<file path="src/rtl/bus_dev_pkg.sv">
// Shared definitions for the bus device endpoint:
// destination-field width, destination extractor and error-flag bit positions.
package bus_dev_pkg;

    localparam int ID_W    = 8;
    localparam int PKT_MAX = 64;

    typedef enum int unsigned {
        ERR_TX_OVF = 0,
        ERR_TX_UNF = 1,
        ERR_RX_OVF = 2,
        ERR_RX_UNF = 3
    } err_bit_e;

    // Destination ID is the top ID_W bits of a packet of width sz.
    // The packet is passed zero-extended to PKT_MAX bits.
    function automatic logic [ID_W-1:0] dest_of(
        input logic [PKT_MAX-1:0] pkt,
        input int unsigned        sz
    );
        return ID_W'(pkt >> (sz - ID_W));
    endfunction

endpackage

</file>
<file path="src/rtl/bus_dev_port_fifo.sv">
// First-word fall-through FIFO with separate occupancy count.
// Ports: clk, reset (sync, active-high), wr/wdata write side, rd/rdata
// read side (rdata is the head, 0 when empty), count, empty, full, and
// single-cycle ovf (write dropped) / unf (read while empty) strobes.
module fwft_fifo #(
    parameter int width = 16,
    parameter int depth = 8
) (
    input  logic                     clk,
    input  logic                     reset,
    input  logic                     wr,
    input  logic [width-1:0]         wdata,
    input  logic                     rd,
    output logic [width-1:0]         rdata,
    output logic [$clog2(depth):0]   count,
    output logic                     empty,
    output logic                     full,
    output logic                     ovf,
    output logic                     unf
);

    localparam int AW = $clog2(depth);
    localparam int CW = AW + 1;

    logic [width-1:0] mem [depth];
    logic [AW-1:0]    wptr;
    logic [AW-1:0]    rptr;
    logic [CW-1:0]    cnt;
    logic             do_wr;
    logic             do_rd;

    assign empty = (cnt == '0);
    assign full  = (cnt == CW'(depth));
    assign count = cnt;

    // A same-cycle read frees a slot, so a write while full still lands.
    assign do_rd = rd && !empty;
    assign do_wr = wr && (!full || do_rd);
    assign ovf   = wr && !do_wr;
    assign unf   = rd && empty;

    assign rdata = empty ? '0 : mem[rptr];

    always_ff @(posedge clk) begin
        if (reset) begin
            wptr <= '0;
            rptr <= '0;
            cnt  <= '0;
        end else begin
            if (do_wr)
                wptr <= wptr + 1'b1;
            if (do_rd)
                rptr <= rptr + 1'b1;
            case ({do_wr, do_rd})
                2'b10:   cnt <= cnt + 1'b1;
                2'b01:   cnt <= cnt - 1'b1;
                default: cnt <= cnt;
            endcase
        end
    end

    // Storage needs no reset; reset only blocks a write in that cycle.
    always_ff @(posedge clk) begin
        if (!reset && do_wr)
            mem[wptr] <= wdata;
    end

endmodule

</file>
<file path="src/rtl/bus_dev_port.sv">
// Per-device bus endpoint: TX FIFO offered to the arbiter (pndng/D_pop/pop),
// RX FIFO fed by destination-filtered bus deliveries (push/D_push).
// Ports: clk, reset; host TX tx_data/tx_push/tx_full; bus pndng/D_pop/pop,
// push/D_push; host RX rx_data/rx_valid/rx_pop; status tx_count, rx_count,
// sticky err_flags and saturating misroute_cnt.
module bus_dev_port
    import bus_dev_pkg::*;
#(
    parameter int         pckg_sz   = 16,
    parameter int         depth     = 8,
    parameter logic [7:0] dev_id    = 8'h00,
    parameter logic [7:0] broadcast = 8'hFF
) (
    input  logic                   clk,
    input  logic                   reset,
    input  logic [pckg_sz-1:0]     tx_data,
    input  logic                   tx_push,
    output logic                   tx_full,
    output logic                   pndng,
    output logic [pckg_sz-1:0]     D_pop,
    input  logic                   pop,
    input  logic                   push,
    input  logic [pckg_sz-1:0]     D_push,
    output logic [pckg_sz-1:0]     rx_data,
    output logic                   rx_valid,
    input  logic                   rx_pop,
    output logic [$clog2(depth):0] tx_count,
    output logic [$clog2(depth):0] rx_count,
    output logic [3:0]             err_flags,
    output logic [7:0]             misroute_cnt
);

    logic            tx_empty;
    logic            tx_ovf;
    logic            tx_unf;
    logic            rx_empty;
    logic            rx_full;
    logic            rx_ovf;
    logic            rx_unf;
    logic            rx_wr;
    logic            hit;
    logic [ID_W-1:0] dst;

    assign dst   = dest_of(PKT_MAX'(D_push), pckg_sz);
    assign hit   = (dst == dev_id) || (dst == broadcast);
    assign rx_wr = push && hit;

    fwft_fifo #(
        .width (pckg_sz),
        .depth (depth)
    ) u_tx (
        .clk   (clk),
        .reset (reset),
        .wr    (tx_push),
        .wdata (tx_data),
        .rd    (pop),
        .rdata (D_pop),
        .count (tx_count),
        .empty (tx_empty),
        .full  (tx_full),
        .ovf   (tx_ovf),
        .unf   (tx_unf)
    );

    fwft_fifo #(
        .width (pckg_sz),
        .depth (depth)
    ) u_rx (
        .clk   (clk),
        .reset (reset),
        .wr    (rx_wr),
        .wdata (D_push),
        .rd    (rx_pop),
        .rdata (rx_data),
        .count (rx_count),
        .empty (rx_empty),
        .full  (rx_full),
        .ovf   (rx_ovf),
        .unf   (rx_unf)
    );

    assign pndng    = !tx_empty;
    assign rx_valid = !rx_empty;

    always_ff @(posedge clk) begin
        if (reset) begin
            err_flags <= '0;
        end else begin
            if (tx_ovf)
                err_flags[ERR_TX_OVF] <= 1'b1;
            if (tx_unf)
                err_flags[ERR_TX_UNF] <= 1'b1;
            if (rx_ovf)
                err_flags[ERR_RX_OVF] <= 1'b1;
            if (rx_unf)
                err_flags[ERR_RX_UNF] <= 1'b1;
        end
    end

    always_ff @(posedge clk) begin
        if (reset)
            misroute_cnt <= '0;
        else if (push && !hit && misroute_cnt != 8'hFF)
            misroute_cnt <= misroute_cnt + 8'd1;
    end

endmodule

</file>
<file path="config.mk">
export PLATFORM = sky130hd
export DESIGN_NAME = bus_dev_port
export DESIGN_NICKNAME = d
export VERILOG_FILES = /design/src/rtl/bus_dev_pkg.sv /design/src/rtl/bus_dev_port_fifo.sv /design/src/rtl/bus_dev_port.sv
export SDC_FILE = /design/constraint.sdc
export NUM_CORES = 1
export LEC_CHECK = 0
export ABC_AREA = 1
export CAP_MARGIN = 20
export CELL_PAD_IN_SITES_DETAIL_PLACEMENT = 0
export CELL_PAD_IN_SITES_GLOBAL_PLACEMENT = 2
export CORE_ASPECT_RATIO = 0.7
export CORE_MARGIN = 2
export CORE_UTILIZATION = 43
export DETAILED_ROUTE_END_ITERATION = 12
export PLACE_DENSITY = 0.93
export SLEW_MARGIN = 10
export SYNTH_ARGS = -nofsm -noshare
export SYNTH_HDL_FRONTEND = slang
export SYNTH_SLANG_ARGS = --single-unit
</file>
<file path="constraint.sdc">
create_clock -name clk -period 6.3 [get_ports clk]
set_input_delay 1.89 -clock clk [delete_from_list [all_inputs] [get_ports clk]]
set_output_delay 1.89 -clock clk [all_outputs]
set_load 0.005 [all_outputs]
</file>
After elaboration in Yosys (flattened, before gate mapping)
Memory sizes are Yosys's and may differ from the RTL's. A register that Yosys moved wholly into a read port is not among the register bits.
Cells that the tools add are included.

storage, ports and cells
  input bits = 38
  output and inout bits = 55
  RAM bits = 256
  memories kept = 2
  bits in latches = 0
  logic and storage cells = 71
  memory bits (read-only) = 0
  register bits after elaboration = 32

memories
  memory    depth  bits a word  read ports  clocked after memory_dff  write ports  line                     text
  u_rx.mem  8      16           1           1                         1            bus_dev_port_fifo.sv:25  logic [width-1:0] mem [depth];
  u_tx.mem  8      16           1           1                         1            bus_dev_port_fifo.sv:25

cells by class
  reduce and logical (&&, ||, !) cells = 29
  bitwise logic cells = 0
  $mul = 0
  magnitude comparators = 0
  equality and inequality tests = 8
  multiplexer cells = 12
  $add $sub $neg = 9
  shift-type cells = 0
  divide/modulo/power cells = 0

operators with widths
  cell                   number
  $mux W16               2
  $pmux W4 S2            2
  $logic_and A1 B1 Y1    13
  $add A3 B1 Y3 const B  4
  $mux W3                4
  $add A4 B1 Y4 const B  2
  $add A8 B1 Y8 const B  1
  $eq A4 B4 Y1 const B   2
  $eq A8 B8 Y1 const B   1
  $logic_not A1 Y1       8
  $logic_not A4 Y1       2
  $logic_not A8 Y1       1
  $ne A8 B8 Y1 const B   1
  $sub A4 B1 Y4 const B  2
  $eq A2 B1 Y1 const B   2
  $eq A2 B2 Y1 const B   2
  $mux W1                4
  $reduce_bool A2 Y1     2
  $logic_or A1 B1 Y1     3

Logic depth before layout (Yosys ltp)
Gate-level depths: netlist of run 1.

  depth after elaboration = 8
  mapped depth = 15
  depth with buffers taken out = 15

Modules after synthesis
From an unflattened synthesis of run 1, not the netlist that was laid out.

unflattened totals
  cells, all modules = 1,055
  area, all modules = 12,190.4 um^2

by module, submodules not included
  module             times used  area an instance (um^2)  cells each  sequential area each (um^2)
  fwft_fifo at u_tx  1           5,735.5                  461         4,103.9
  fwft_fifo at u_rx  1           5,720.5                  477         4,103.9
  bus_dev_port       1           734.5                    117         240.2

Worst setup path after synthesis of run 1
OpenSTA, ideal clock, no wires.

  path kind = input port to flip-flop
  start = input port D_push[10]
  end = memory u_rx.mem[1][0] (enable)
  arrival time = 3.684 ns
  path buffers = 0
  stages = 5
  setup slack = 2.206 ns
  data required time = 5.891 ns
  library setup time = 0.409 ns
  cell sequence = nor2_1 > nand4_2 > nand2_1 > nand3_2 > nor3_1

between the ends
  cells in the longest elaborated chain, start to end = 7
  elaborated cells on any way between the ends = 8
  classes of those cells = 1 x eq/ne; 2 x mux; 5 x reduce/logical

ends and longest elaborated chain
  element                                           line                     text
  start: declaration                                bus_dev_port.sv:23       input logic [pckg_sz-1:0] D_push,
  $eq A8 B8 Y1 or $logic_not A8 Y1 (tied branches)  bus_dev_port.sv:45       assign hit = (dst == dev_id) || (dst == broadcast);
  $logic_or A1 B1 Y1 *                              bus_dev_port.sv:45
  $logic_and A1 B1 Y1 *                             bus_dev_port.sv:46       assign rx_wr = push && hit;
  $logic_and A1 B1 Y1 *                             bus_dev_port_fifo.sv:38  assign do_wr = wr && (!full || do_rd);
  $logic_and A1 B1 Y1 *                             bus_dev_port_fifo.sv:64  if (!reset && do_wr)
  $mux W1 *                                         bus_dev_port_fifo.sv:64
  $mux W1 (not written as such) *                   bus_dev_port_fifo.sv:65  mem[wptr] <= wdata;
  end: declaration                                  bus_dev_port_fifo.sv:25

Every way passes the cells marked *; elsewhere a longest branch is shown, timed or not.

==> impl.org, run 1 <==
** Status
- The flow ran to the end, and the final reports show no timing, DRC or antenna violations.

** Logic synthesis
- Number of register bits inferred by synthesis :: approximately 290
- Cell types with the highest counts after synthesis :: sky130_fd_sc_hd__edfxtp_1 (256), sky130_fd_sc_hd__nor2_1 (234), sky130_fd_sc_hd__o21ai_0 (166)
- Most used flip-flop cell after synthesis :: sky130_fd_sc_hd__edfxtp_1
- The number of nets handed over by synthesis was between 1,000 and 1,500.
- Post-Syn Area :: 12,020 µm²
- In this run the mean area of a mapped cell was 11.93 µm².
- Cell type with the highest aggregate area in the netlist :: sky130_fd_sc_hd__edfxtp_1
- In the synthesized netlist the async set-or-reset flop fraction comes to 0.
- Synthesis produced a netlist whose cell count is 1,007.
- Of the synthesized area, sequential elements account for 0.7030.
- The most common cell in the synthesized netlist is sky130_fd_sc_hd__edfxtp_1.
- Yosys mapped a number of flops with a built-in enable equal to 256.
- Library cells used by synthesis :: 34
- Of the post-synthesis cell area, the dominant cell type holds 0.6397.
- Largest cells by area after synthesis :: sky130_fd_sc_hd__edfxtp_1 (64%), sky130_fd_sc_hd__nor2_1 (7.3%), sky130_fd_sc_hd__o21ai_0 (6.9%)
- Total number of yosys warnings :: 0

** GRT
- Overflow left after global routing :: 0
- Maximum number of pins on one net before global-route repair :: 65
- Across every metal layer, demand over resource in global routing totals 0.1790.
- The first global-routing pass estimated about 40,000 µm of wire.
- The number of global-route vias before repair was 7,441.
- Number of antenna violations at the first check in global routing :: 0

** Clocking
- CTS placed an instance of sky130_fd_sc_hd__clkbuf_16 at the clock tree root.
- After clock tree synthesis, the repair step resized 0 gates.
- The clock net in this run drives a total of around 290 sinks.
- Htree depth :: 1
- Clock latency on the worst-skew pair, taken at its later pin, is 0.54 ns.
- Clock slew seen by the registers of the worst setup and hold paths :: ~0.060 ns
- Post-CTS timing repair inserted 0 buffers for setup.
- TritonCTS built the clock tree.
- Number of hold-repair buffers added at the cts stage :: 0
- No sink is reached through more buffers than the 3 on the longest clock path.
- CTS buffer count :: 30

** Min path
- The tightest min-delay check is of the flip-flop to flip-flop type.
- The worst hold path begins at err_flags[3].

** Routing
- Routed length on met2 :: roughly 11,000 µm
- For this run, design rule violations remaining after detail routing come to 0.
- Via density per instance :: 5.099
- Average routed wire per standard cell :: between 15 and 20 µm
- In the detailed route, the total length drawn on met3 is approximately 1200 µm.
- The count of nets left with antenna violations once routing finished came out at 0.
- The first detailed-routing pass took 5 iterations.
- Summing over every cut layer, the via total after detailed routing is 7,628.
- For this block, the routed nets add up to about 26,000 µm of wire.
- After detailed routing, no signal wire sits above met4.
- Iter 0 DRT Violations :: around 440
- Wire length on met1 :: 12,920 µm

** Setup path
- Slack of the worst reg-to-reg path :: approximately 3.2 ns
- For this run, the slowest stage of the critical path takes roughly 0.63 ns.
- In this run the worst path has a maximum fanout of between 40 and 50.
- Most prevalent standard cell on the critical path :: sky130_fd_sc_hd__nor2_1
- Data arrival, critical path :: ~3.1 ns
- The worst setup path is launched from a flip-flop.
- Cells along the critical path :: buf_4, nor2_1, nor2_1, o21ai_0, o21ai_1, o21ai_0, nor2_1, clkdlybuf4s50_1
- The number of buffers and inverters on the critical path is 2.
- The critical path in this run is classified as flip-flop to output port.
- Required time at the endpoint of the critical path :: 4.41 ns
- Worst setup EP type :: output port
- Dominant delay contributor by cell family on the critical path :: buffers and inverters
- Critical-path cell with the highest stage delay :: sky130_fd_sc_hd__dfxtp_2
- Worst reg2reg path startpoint :: u_rx.count[0]

** Cells and area
- Area growth syn-to-layout :: 20.37%
- The multi-input combinational cells in the finished layout cover a total of between 3000 and 4000 µm².
- Number of inserted diodes :: 0
- Of the cells placed in the final design, the portion with a size suffix greater than 1 is 0.08533.
- For this run, the post-layout net count is 1,150.
- Register Area :: approximately 8500 µm²
- Number of fill cells :: about 2,400
- Once layout is complete, the utilization of the core stands at 0.5235.
- Post-layout instance count excluding filler cells :: roughly 1,500

** Timing
- In the finished design, the share of the clock period the worst path needs comes to 0.7849.
- The number of hold violations in the final report came to 0.
- The final count of pins violating max slew came to 0.
- Setup repair after global routing missed its margin :: no
- Static timing analysis puts the maximum clock frequency at around 200 MHz.
- Final Skew :: 0.009054 ns
- Final Hold Slack :: between 0.4 and 0.5 ns
- Setup total negative slack on the finished layout was measured at 0 ns.
- Setup violators final :: 0
- Headroom to the max-slew limit came out at 0.3309.
- At the pin with the least slew margin, the transition time is 1.001 ns.
- After layout, the minimum clock period comes to between 4 and 5 ns.

** Place
- After legalization and detailed placement, the total HPWL measured ~15,000 µm.
- In this run, placement finished with an instance count of around 1,400.
- The congestion estimate from routability-driven global placement came to between 0.7 and 0.8.
- Input/output buffers :: between 90 and 100

** Die
- Measured along the y axis, the die boundary spans ~140 µm.
- The floorplan step defined a die boundary enclosing about 29,000 µm².
- Row generation in the floorplan step produced around 50 rows.
- The die is a little over 200 µm wide.
- Core ar. :: 27,630 µm²
- For this configuration, the core starts out at a cell density of 0.4349.
- Number of ports placed on the die boundary :: between 90 and 100

** Flow run
- Across the run, the number of max-cap violations was 0.

** Power and ir drop
- Peak supply drop :: 0.2575 mV
- Total power after layout :: ~5.6 mW
- Dividing total power by cell area gives a power density of around 390 nW/µm².
- For this design the static power due to leakage is 4.913 nW.
==> worst min-delay path: stages, from the launching register on <==
cell	delay [ns]
sky130_fd_sc_hd__dfxtp_1	0.31
sky130_fd_sc_hd__inv_1	0.05
sky130_fd_sc_hd__a21oi_1	0.05
==> layer usage <==
layer,track usage,vias up
li1,-,3793
met1,0.2677,3648
met2,0.2762,159
met3,0.02789,28
met4,0.03919,0
met5,0,-
==> cell type report <==
type                    count  area share
flip-flops and latches    294      0.5844
clock inverters            25     0.02474
repair buffers            113     0.07543
multi-input cells         623      0.2196
well taps                 371     0.03209
inverters                  39     0.01012
clock buffers              31     0.05363
==> registers in the layout (all words and copies together), names as in the netlist, named ones only <==
name and count:
u_tx.wptr 3, u_rx.rptr 3, u_tx.count 4, u_tx.mem 128, err_flags 4, misroute_cnt 8
u_tx.rptr 3, u_rx.mem 128, u_rx.wptr 3, u_rx.count 4
==> cell usage in the layout, fill, tap and decap left out, types with 2 or more instances in the layout <==
cell type,synthesis,routed
sky130_fd_sc_hd__clkinvlp_4,0,5
sky130_fd_sc_hd__xnor2_1,3,3
sky130_fd_sc_hd__edfxtp_1,256,256
sky130_fd_sc_hd__clkinv_1,0,2
sky130_fd_sc_hd__nand3_1,29,29
sky130_fd_sc_hd__dfxtp_2,0,4
sky130_fd_sc_hd__o21ai_0,166,166
sky130_fd_sc_hd__inv_1,37,37
sky130_fd_sc_hd__o21a_1,3,3
sky130_fd_sc_hd__nand4_1,7,7
sky130_fd_sc_hd__dfxtp_1,38,34
sky130_fd_sc_hd__nor3_2,0,4
sky130_fd_sc_hd__nor2_2,2,2
sky130_fd_sc_hd__xor2_1,4,4
sky130_fd_sc_hd__nand2_4,2,2
sky130_fd_sc_hd__clkdlybuf4s50_1,0,92
sky130_fd_sc_hd__o21ai_1,5,5
sky130_fd_sc_hd__o22ai_1,32,32
sky130_fd_sc_hd__clkinv_2,0,4
sky130_fd_sc_hd__ha_1,10,10
sky130_fd_sc_hd__nand2_1,56,56
sky130_fd_sc_hd__inv_2,2,2
sky130_fd_sc_hd__mux2i_1,32,32
sky130_fd_sc_hd__clkbuf_16,0,31
sky130_fd_sc_hd__nor3_1,6,2
sky130_fd_sc_hd__nor2_1,234,234
sky130_fd_sc_hd__clkinv_4,0,5
sky130_fd_sc_hd__buf_4,8,20
sky130_fd_sc_hd__bufinv_16,0,8
sky130_fd_sc_hd__a21oi_1,24,24
==> power by group <==
group	total, mW	leakage (nW)	switching, mW	internal, mW
sequential	2.27	2.62	0.100	2.17
clock	1.97	0.540	0.738	1.23
combinational	1.36	1.76	0.767	0.597
total	5.60	4.91	1.61	4.00
==> kinds of logic after synthesis <==
family          after synthesis  share of synthesized area
fa+ha+maj                    11                    0.01208
buf+inv                      90                    0.03436
xor+xnor                      7                   0.005102
compound gates              231                     0.1005
simple gates                342                     0.1183
flops                       294                     0.7030
mux                          32                    0.02666
==> worst paths after layout <==
check / endpoint / depth (start not counted)
worst max-delay path: D_pop[13] / 8
worst min-delay path: err_flags[3] / 2
worst max register to register: u_rx.count[2] / 13
worst min register to register: err_flags[3] / 2
==> through the flow <==
step	area, µm²	worst slack [ns]
floorplan	12020	2.206
global placement	13310	1.651
detailed placement	13310	1.593
CTS	14440	1.327
global route	14460	1.092
finish	14460	1.355
No activity file was read; power rests on OpenSTA's default activity.
==> run 2: changes to the inputs <==
- CORE_UTILIZATION: 43 -> 36
- PLACE_DENSITY: 0.93 -> 0.84
- clock period: 6.3 -> 4.5 ns (I/O delays scaled with it)
==> impl.org, run 2 (same netlist as run 1, synthesis figures left out) <==
** Cells and area
- Number of fill cells :: 2,986 (+27%)
- Leading cell type in the layout, fill and taps excluded :: sky130_fd_sc_hd__edfxtp_1
- In the final layout, the registers with the most flip-flops are u_rx.mem (128), u_tx.mem (128), misroute_cnt (8).
- In the layout the commonest cells are sky130_fd_sc_hd__edfxtp_1 (256), sky130_fd_sc_hd__nor2_1 (234), sky130_fd_sc_hd__o21ai_0 (166).
- Fraction of layout cells with a size suffix above 1 :: 0.08127 (-0.004061)
- Relative to the synthesized area, the layout overhead comes to 19.69%.
- The number of diodes was 0 (unchanged).
- The net count of the finished layout came to 1,157 (+0.61%).

** Power and ir drop
- Total power after layout :: 7.433 mW (+33%)
- The leakage power came to 4.846 nW (-1.4%).
- Switching power as a share of total power :: 0.3030 (+0.01655)
- The switching power total was 2.252 mW (+40%).
- Part of the power in combinational logic :: 0.267 (+0.024)
- The proportion of power drawn by the clock network came to 0.311 (-0.040).
- The design internal power was 5.181 mW (+30%).
- Seq pwr share :: 0.422 (+0.016)
- The maximum vdd ir drop was 0.2662 mV (+3.4%).
- The power density over the cells is 516.8 nW/µm² (+33%).

** Timing
- The remaining max-slew budget at the tightest pin was 0.4949 (+0.1640).
- Final hold violations :: 0 (unchanged)
- The worst-case clock skew came to 0.02329 ns (+0.01424 ns).
- The final total negative setup slack came to 0 ns (unchanged).
- In the finished design, the share of the clock period the worst path needs comes to 0.9105.
- The final count of pins violating max slew was 0 (unchanged).
- The final-report setup violation count is 0 (unchanged).
- Setup repair after global routing left no endpoint under its margin.
- The routed design could run at a clock period as short as just over 4 ns.
- Derived from the worst setup path, the maximum achievable clock frequency is roughly 240 MHz.
- Least-Margin Pin Slew :: 0.7576 ns (-0.2433 ns)

** Clocking
- The tree is rooted in a sky130_fd_sc_hd__clkbuf_16.
- Setup Fix Bufs, Post-CTS :: 0 (unchanged)
- The quantity of gates resized following cts is 0 (unchanged).
- Clk sink count :: 294 (unchanged)
- The number of levels the H-tree was split into was 1 (unchanged).
- CTS buffer count :: 30 (unchanged)
- The count of hold buffers inserted by post-cts repair came to 0 (unchanged).
- Clock slew seen by the registers of the worst setup and hold paths :: 0.06 ns (about the same)
- The worst-skew pair later-pin latency was 0.56 ns (+0.02 ns).
- CTS tree :: yes
- The maximum clock path buffer count is 3 (unchanged).

** Routing
- Average routed wire per standard cell :: 17.12 µm (-0.78%)
- Overall routed net length :: 26,690 µm (+3.4%)
- The detailed-routing iteration count for the pre-antenna-repair pass is 4 (-1).
- Number of nets with antenna violations after routing :: 0 (unchanged)
- Via density per instance :: 4.908 (-3.7%)
- Post-detailed-route DRC marker count :: 0 (unchanged)
- The violation count after the first detailed-routing iteration is 549 (+24%).
- The via count was 7,652 (+0.31%).

** Setup path
- The setup path with the least slack is of type flip-flop to output port.
- Required time at the endpoint of the critical path :: 3.15 ns (-1.26 ns)
- The largest fanout on the critical path was 64 (+49%).
- Slack of the worst reg-to-reg path :: 1.92 ns (-1.29 ns)
- The delay contributed by the slowest stage of the critical path is 0.58 ns (-0.05 ns).
- Traced cell by cell, the critical path runs through buf_4, o21ai_0, o22ai_1, nor2_1, nor2_1, clkdlybuf4s50_1.
- The sum of buffers and inverters on the critical path came to 2 (unchanged).
- STA classifies the critical path startpoint as a flip-flop.
- The worst setup path is captured at an output port.
- On the critical path, the stage with the largest delay is an instance of sky130_fd_sc_hd__buf_4.
- Broken down by cell family, the worst path's largest delay share belongs to buffers and inverters.
- The worst path arrival time was 2.75 ns (-0.30 ns).
- Most prevalent standard cell on the critical path :: sky130_fd_sc_hd__nor2_1

** GRT
- The number of antenna violations at the first check in global routing is 0 (unchanged).
- The number of global-route vias before repair came to 7,393 (-0.65%).
- The aggregate global-route resource usage was 0.1534 (-0.02558).
- Maximum number of pins on one net before global-route repair :: 65 (unchanged)
- The total overflow reported by the global router came to 0 (unchanged).
- Global-route wire length before repair :: 41,950 µm (+3.1%)

** Die
- The die width was 222.4 µm (+9.1%).
- Number of ports placed on the die boundary :: 93 (unchanged)
- Core ar. :: 32,620 µm² (+18%)
- Die Outline Area :: 34,880 µm² (+19%)
- Core Rows :: 55 (+7.8%)
- Starting utilization of the core area :: 0.3684 (-0.06651)
- Die height :: 156.9 µm (+9.0%)

** Flow run
- The number of violations of the max-capacitance limit is 0 (unchanged).

** Status
- Result of the run :: finished, final reports clean

** Place
- Half-perimeter wire length after detailed placement :: 15,300 µm (+5.3%)
- The number of input and output port buffers inserted is 92 (unchanged).
- Placer's final routability congestion estimate :: 0.7349 (about the same)

** Min path
- In this run the worst hold path is classified as flip-flop to flip-flop.
==> run 2: cell count changes in the layout (fill, tap and decap cells not counted), sizes merged <==
cell    previous run  this run
clkbuf            31        35
bufinv             8         1
clkinv            11        14
buf               21        28
==> run 2: final cells by class <==
type,instances,area [µm²],area share
Clock buffer,35,769.5,0.05350
Clock inverter,21,147.6,0.01027
Inverter,39,146.4,0.01018
Multi-Input combinational cell,623,3176,0.2208
Sequential cell,294,8453,0.5877
Tap cell,427,534.3,0.03715
Timing Repair Buffer,120,1156,0.08038
==> run 2: power groups by stage <==
| stage | combinational, mW | clock (mW) | sequential (mW) |
|---|---|---|---|
| 2_1_floorplan | 1.22 | 0 | 3.15 |
| 4_1_cts | 2.01 | 2.38 | 3.14 |
| 5_1_grt | 2.26 | 2.49 | 3.15 |
| 6_report | 1.98 | 2.31 | 3.14 |
| 3_3_place_gp | 1.99 | 0 | 3.20 |
| 3_5_place_dp | 2.00 | 0 | 3.20 |
==> run 2: worst register-to-register path, cell delays in order (launching register included) <==
cell	delay, ns
sky130_fd_sc_hd__dfxtp_1	0.47
sky130_fd_sc_hd__nor2_1	0.12
sky130_fd_sc_hd__nand3_1	0.09
sky130_fd_sc_hd__buf_4	0.27
sky130_fd_sc_hd__nand2_1	0.17
sky130_fd_sc_hd__inv_1	0.27
sky130_fd_sc_hd__ha_1	0.27
sky130_fd_sc_hd__nand2_1	0.09
sky130_fd_sc_hd__inv_1	0.06
sky130_fd_sc_hd__nor2_1	0.06
sky130_fd_sc_hd__ha_1	0.18
sky130_fd_sc_hd__a21oi_1	0.15
sky130_fd_sc_hd__xnor2_1	0.08
sky130_fd_sc_hd__o21ai_0	0.14
sky130_fd_sc_hd__inv_1	0.05
==> run 2: worst paths after layout <==
check,from,endpoint,depth (start not counted)
setup / recovery,flip-flop,D_pop[13],6
setup reg to reg,u_rx.count[0],u_rx.count[2],14
hold reg to reg,err_flags[3],err_flags[3],2
hold / removal,err_flags[3],err_flags[3],2
==> run 2: through the flow <==
stage               instances  hold slack, ns  worst slack [ns]  area (µm²)    util
global route             1559          0.4841            0.1645       14380  0.4409
detailed placement       1503          0.4543            0.5408       13470  0.4128
CTS                      1559          0.4649            0.3547       14380  0.4409
finish                   1559          0.4597            0.4027       14380  0.4409
global placement         1503          0.4436            0.6132       13470  0.4128
floorplan                1007          0.4331            0.9463       12020       -
==> run 2: metal layers <==
layer / vias up / wire length (µm) / global-route usage
li1: 3799 / - / -
met1: 3667 / 13400 / 0.2272
met2: 152 / 11630 / 0.2393
met3: 34 / 1202 / 0.02441
met4: 0 / 456 / 0.03164
met5: - / 0 / 0
==> run 3: changes to the inputs <==
- SETUP_SLACK_MARGIN: not set -> 0.2
==> impl.org, run 3 (same netlist as run 1, synthesis figures left out) <==
** Status
- The flow ran to the end, and the final reports show no timing, DRC or antenna violations.

** Timing
- The minimum setup slack in the final design came to 0.5061 ns (+0.1034 ns).
- The final-report setup violation count came to 0 (unchanged).
- The time the worst path needs with I/O delays and setup was 3.994 ns (-0.1034 ns).
- Worst max-slew margin expressed relative to the limit :: 0.5012 (+0.006344)
- Final hold violations :: 0 (unchanged)
- Setup repair after global routing missed its margin :: no
- The slew at the pin closest to its max-slew limit came to 0.7470 ns (-0.01060 ns).
- The worst-case clock skew came to 0.02087 ns (-0.002419 ns).
- The final worst hold slack was 0.4597 ns (-0.000005000 ns).
- Slew Limit Fails :: 0 (unchanged)
- Fmax :: 250.4 MHz (+2.6%)
- Crit share post-route :: 0.8875 (-0.02298)
- Final setup TNS :: 0 ns (unchanged)

** Clocking
- Clk buf depth :: 3 (unchanged)
- Setup Fix Bufs, Post-CTS :: 0 (unchanged)
- CTS tree :: yes
- The count of hold buffers inserted by post-cts repair is 0 (unchanged).
- CTS buffer count :: 30 (unchanged)
- Htree depth :: 1 (unchanged)
- Clock insertion delay at the later pin of the skew report :: 0.56 ns (about the same)
- Quantity of gates resized following cts :: 0 (unchanged)
- The tree is rooted in a sky130_fd_sc_hd__clkbuf_16.
- Clk sink count :: 294 (unchanged)
- Clock slew seen by the registers of the worst setup and hold paths :: 0.06 ns (about the same)

** Place
- The number of input and output port buffers inserted is 92 (unchanged).
- The final weighted congestion of routability-driven global placement is 0.7349 (unchanged).
- The final HPWL from detailed placement was 15,300 µm (unchanged).
- The placement-stage worst setup slack was 0.5408 ns (unchanged).

** Die
- The die boundary height is 156.9 µm (unchanged).
- Core Rows :: 55 (unchanged)
- The full die area came to 34,880 µm² (unchanged).
- The area of the core region came to 32,620 µm² (unchanged).
- The initial core utilization is 0.3684 (unchanged).
- The die width was 222.4 µm (unchanged).
- Number of ports placed on the die boundary :: 93 (unchanged)

** Cells and area
- The core occupancy in the finished layout was 0.4412 (about the same).
- Number of fill cells :: 2,984 (-0.067%)
- The layout overhead on the synthesized area was 19.75% (about the same).
- Leading cell type in the layout, fill and taps excluded :: sky130_fd_sc_hd__edfxtp_1
- Nets :: 1,157 (unchanged)
- The fraction of layout cells with a size suffix above 1 was 0.08127 (unchanged).
- The number of diodes is 0 (unchanged).
- The library cells used most frequently in the layout, excluding fill and tap cells, are sky130_fd_sc_hd__edfxtp_1 (256), sky130_fd_sc_hd__nor2_1 (234), sky130_fd_sc_hd__o21ai_0 (166).
- Top flop regs :: u_rx.mem (128), u_tx.mem (128), misroute_cnt (8)

** Setup path
- Data arrival, critical path :: 2.64 ns (-0.11 ns)
- The required time of the critical path came to 3.15 ns (about the same).
- Class of the most critical setup path :: flip-flop to output port
- Highest net fanout along the worst path :: 44 (-31%)
- Worst setup EP type :: output port
- The worst setup path is launched from a flip-flop.
- Slack of the worst reg-to-reg path :: 1.91 ns (about the same)

** Routing
- Iter 0 DRT Violations :: 578 (+5.3%)
- Overall routed net length :: 26,760 µm (+0.27%)
- The number of nets with antenna violations after routing came to 0 (unchanged).
- Number of search-and-repair iterations in the first detailed-routing pass :: 4 (unchanged)
- The routed wire length per instance came to 17.16 µm (+0.27%).
- The via count was 7,646 (-0.078%).
- The mean number of vias per cell was 4.904 (about the same).
- The number of design rule violations left after detail routing is 0 (unchanged).

** GRT
- Overflow left after global routing :: 0 (unchanged)
- The maximum number of pins on one net before global-route repair is 65 (unchanged).
- Number of antenna violations at the first check in global routing :: 0 (unchanged)
- Total GRT Usage :: 0.1534 (unchanged)
- The number of global-route vias before repair is 7,393 (unchanged).
- The wire length of the first global-routing pass came to 41,950 µm (unchanged).

** Power and ir drop
- The total chip power is 7.444 mW (+0.15%).
- The leakage power was 4.847 nW (about the same).
- The maximum vdd ir drop came to 0.2684 mV (+0.86%).
- Power density over the cells :: 517.3 nW/µm² (about the same)

** Flow run
- Total of max-cap violations :: 0 (unchanged)

** Min path
- The min-delay analysis places its worst path in the category flip-flop to flip-flop.
## run 3: layer usage
| metal | wire length (µm) | track usage | vias up |
|---|---|---|---|
| met2 | 11740 | 0.2393 | 149 |
| li1 | - | - | 3797 |
| met1 | 13410 | 0.2272 | 3666 |
| met5 | 0 | 0 | - |
| met4 | 456 | 0.03164 | 0 |
| met3 | 1154 | 0.02441 | 34 |
## run 3: power breakdown
group          switching [mW]  internal (mW)  leakage [nW]  total (mW)
logic                    1.13          0.859          1.80        1.99
registers              0.0972           3.04          2.62        3.14
clock network            1.03           1.28         0.434        2.32
total                    2.26           5.18          4.85        7.44
## run 3: metrics by stage
stage | instance area (µm²) | instances
after global placement | 13470 | 1503
after detailed placement | 13470 | 1503
after CTS | 14380 | 1559
final | 14390 | 1559
after floorplan | 12020 | 1007
after global routing | 14390 | 1559
## run 3: layout make-up
class                   instances  area (µm²)  share of cell area
multi-input cells             623        3176              0.2207
flip-flops and latches        294        8453              0.5874
clock buffers                  35       769.5             0.05347
inverters                      39       146.4             0.01017
well taps                     427       534.3             0.03713
clock inverters                21       147.6             0.01026
repair buffers                120        1164             0.08086
## run 3: worst paths after layout
path / from / to / cells after the start
hold reg to reg: err_flags[3] / err_flags[3] / 2
setup / recovery: flip-flop / rx_data[3] / 7
hold / removal: err_flags[3] / err_flags[3] / 2
setup reg to reg: u_rx.count[0] / u_rx.count[2] / 14
## run 3: worst max-delay path, stage by stage, from the launching register on
cell and delay (ns):
sky130_fd_sc_hd__dfxtp_2 0.32, sky130_fd_sc_hd__inv_2 0.54, sky130_fd_sc_hd__buf_4 0.27, sky130_fd_sc_hd__nor2_1 0.05, sky130_fd_sc_hd__o22ai_1 0.18, sky130_fd_sc_hd__nor2_1 0.06, sky130_fd_sc_hd__nor2_1 0.13, sky130_fd_sc_hd__clkdlybuf4s50_1 0.52
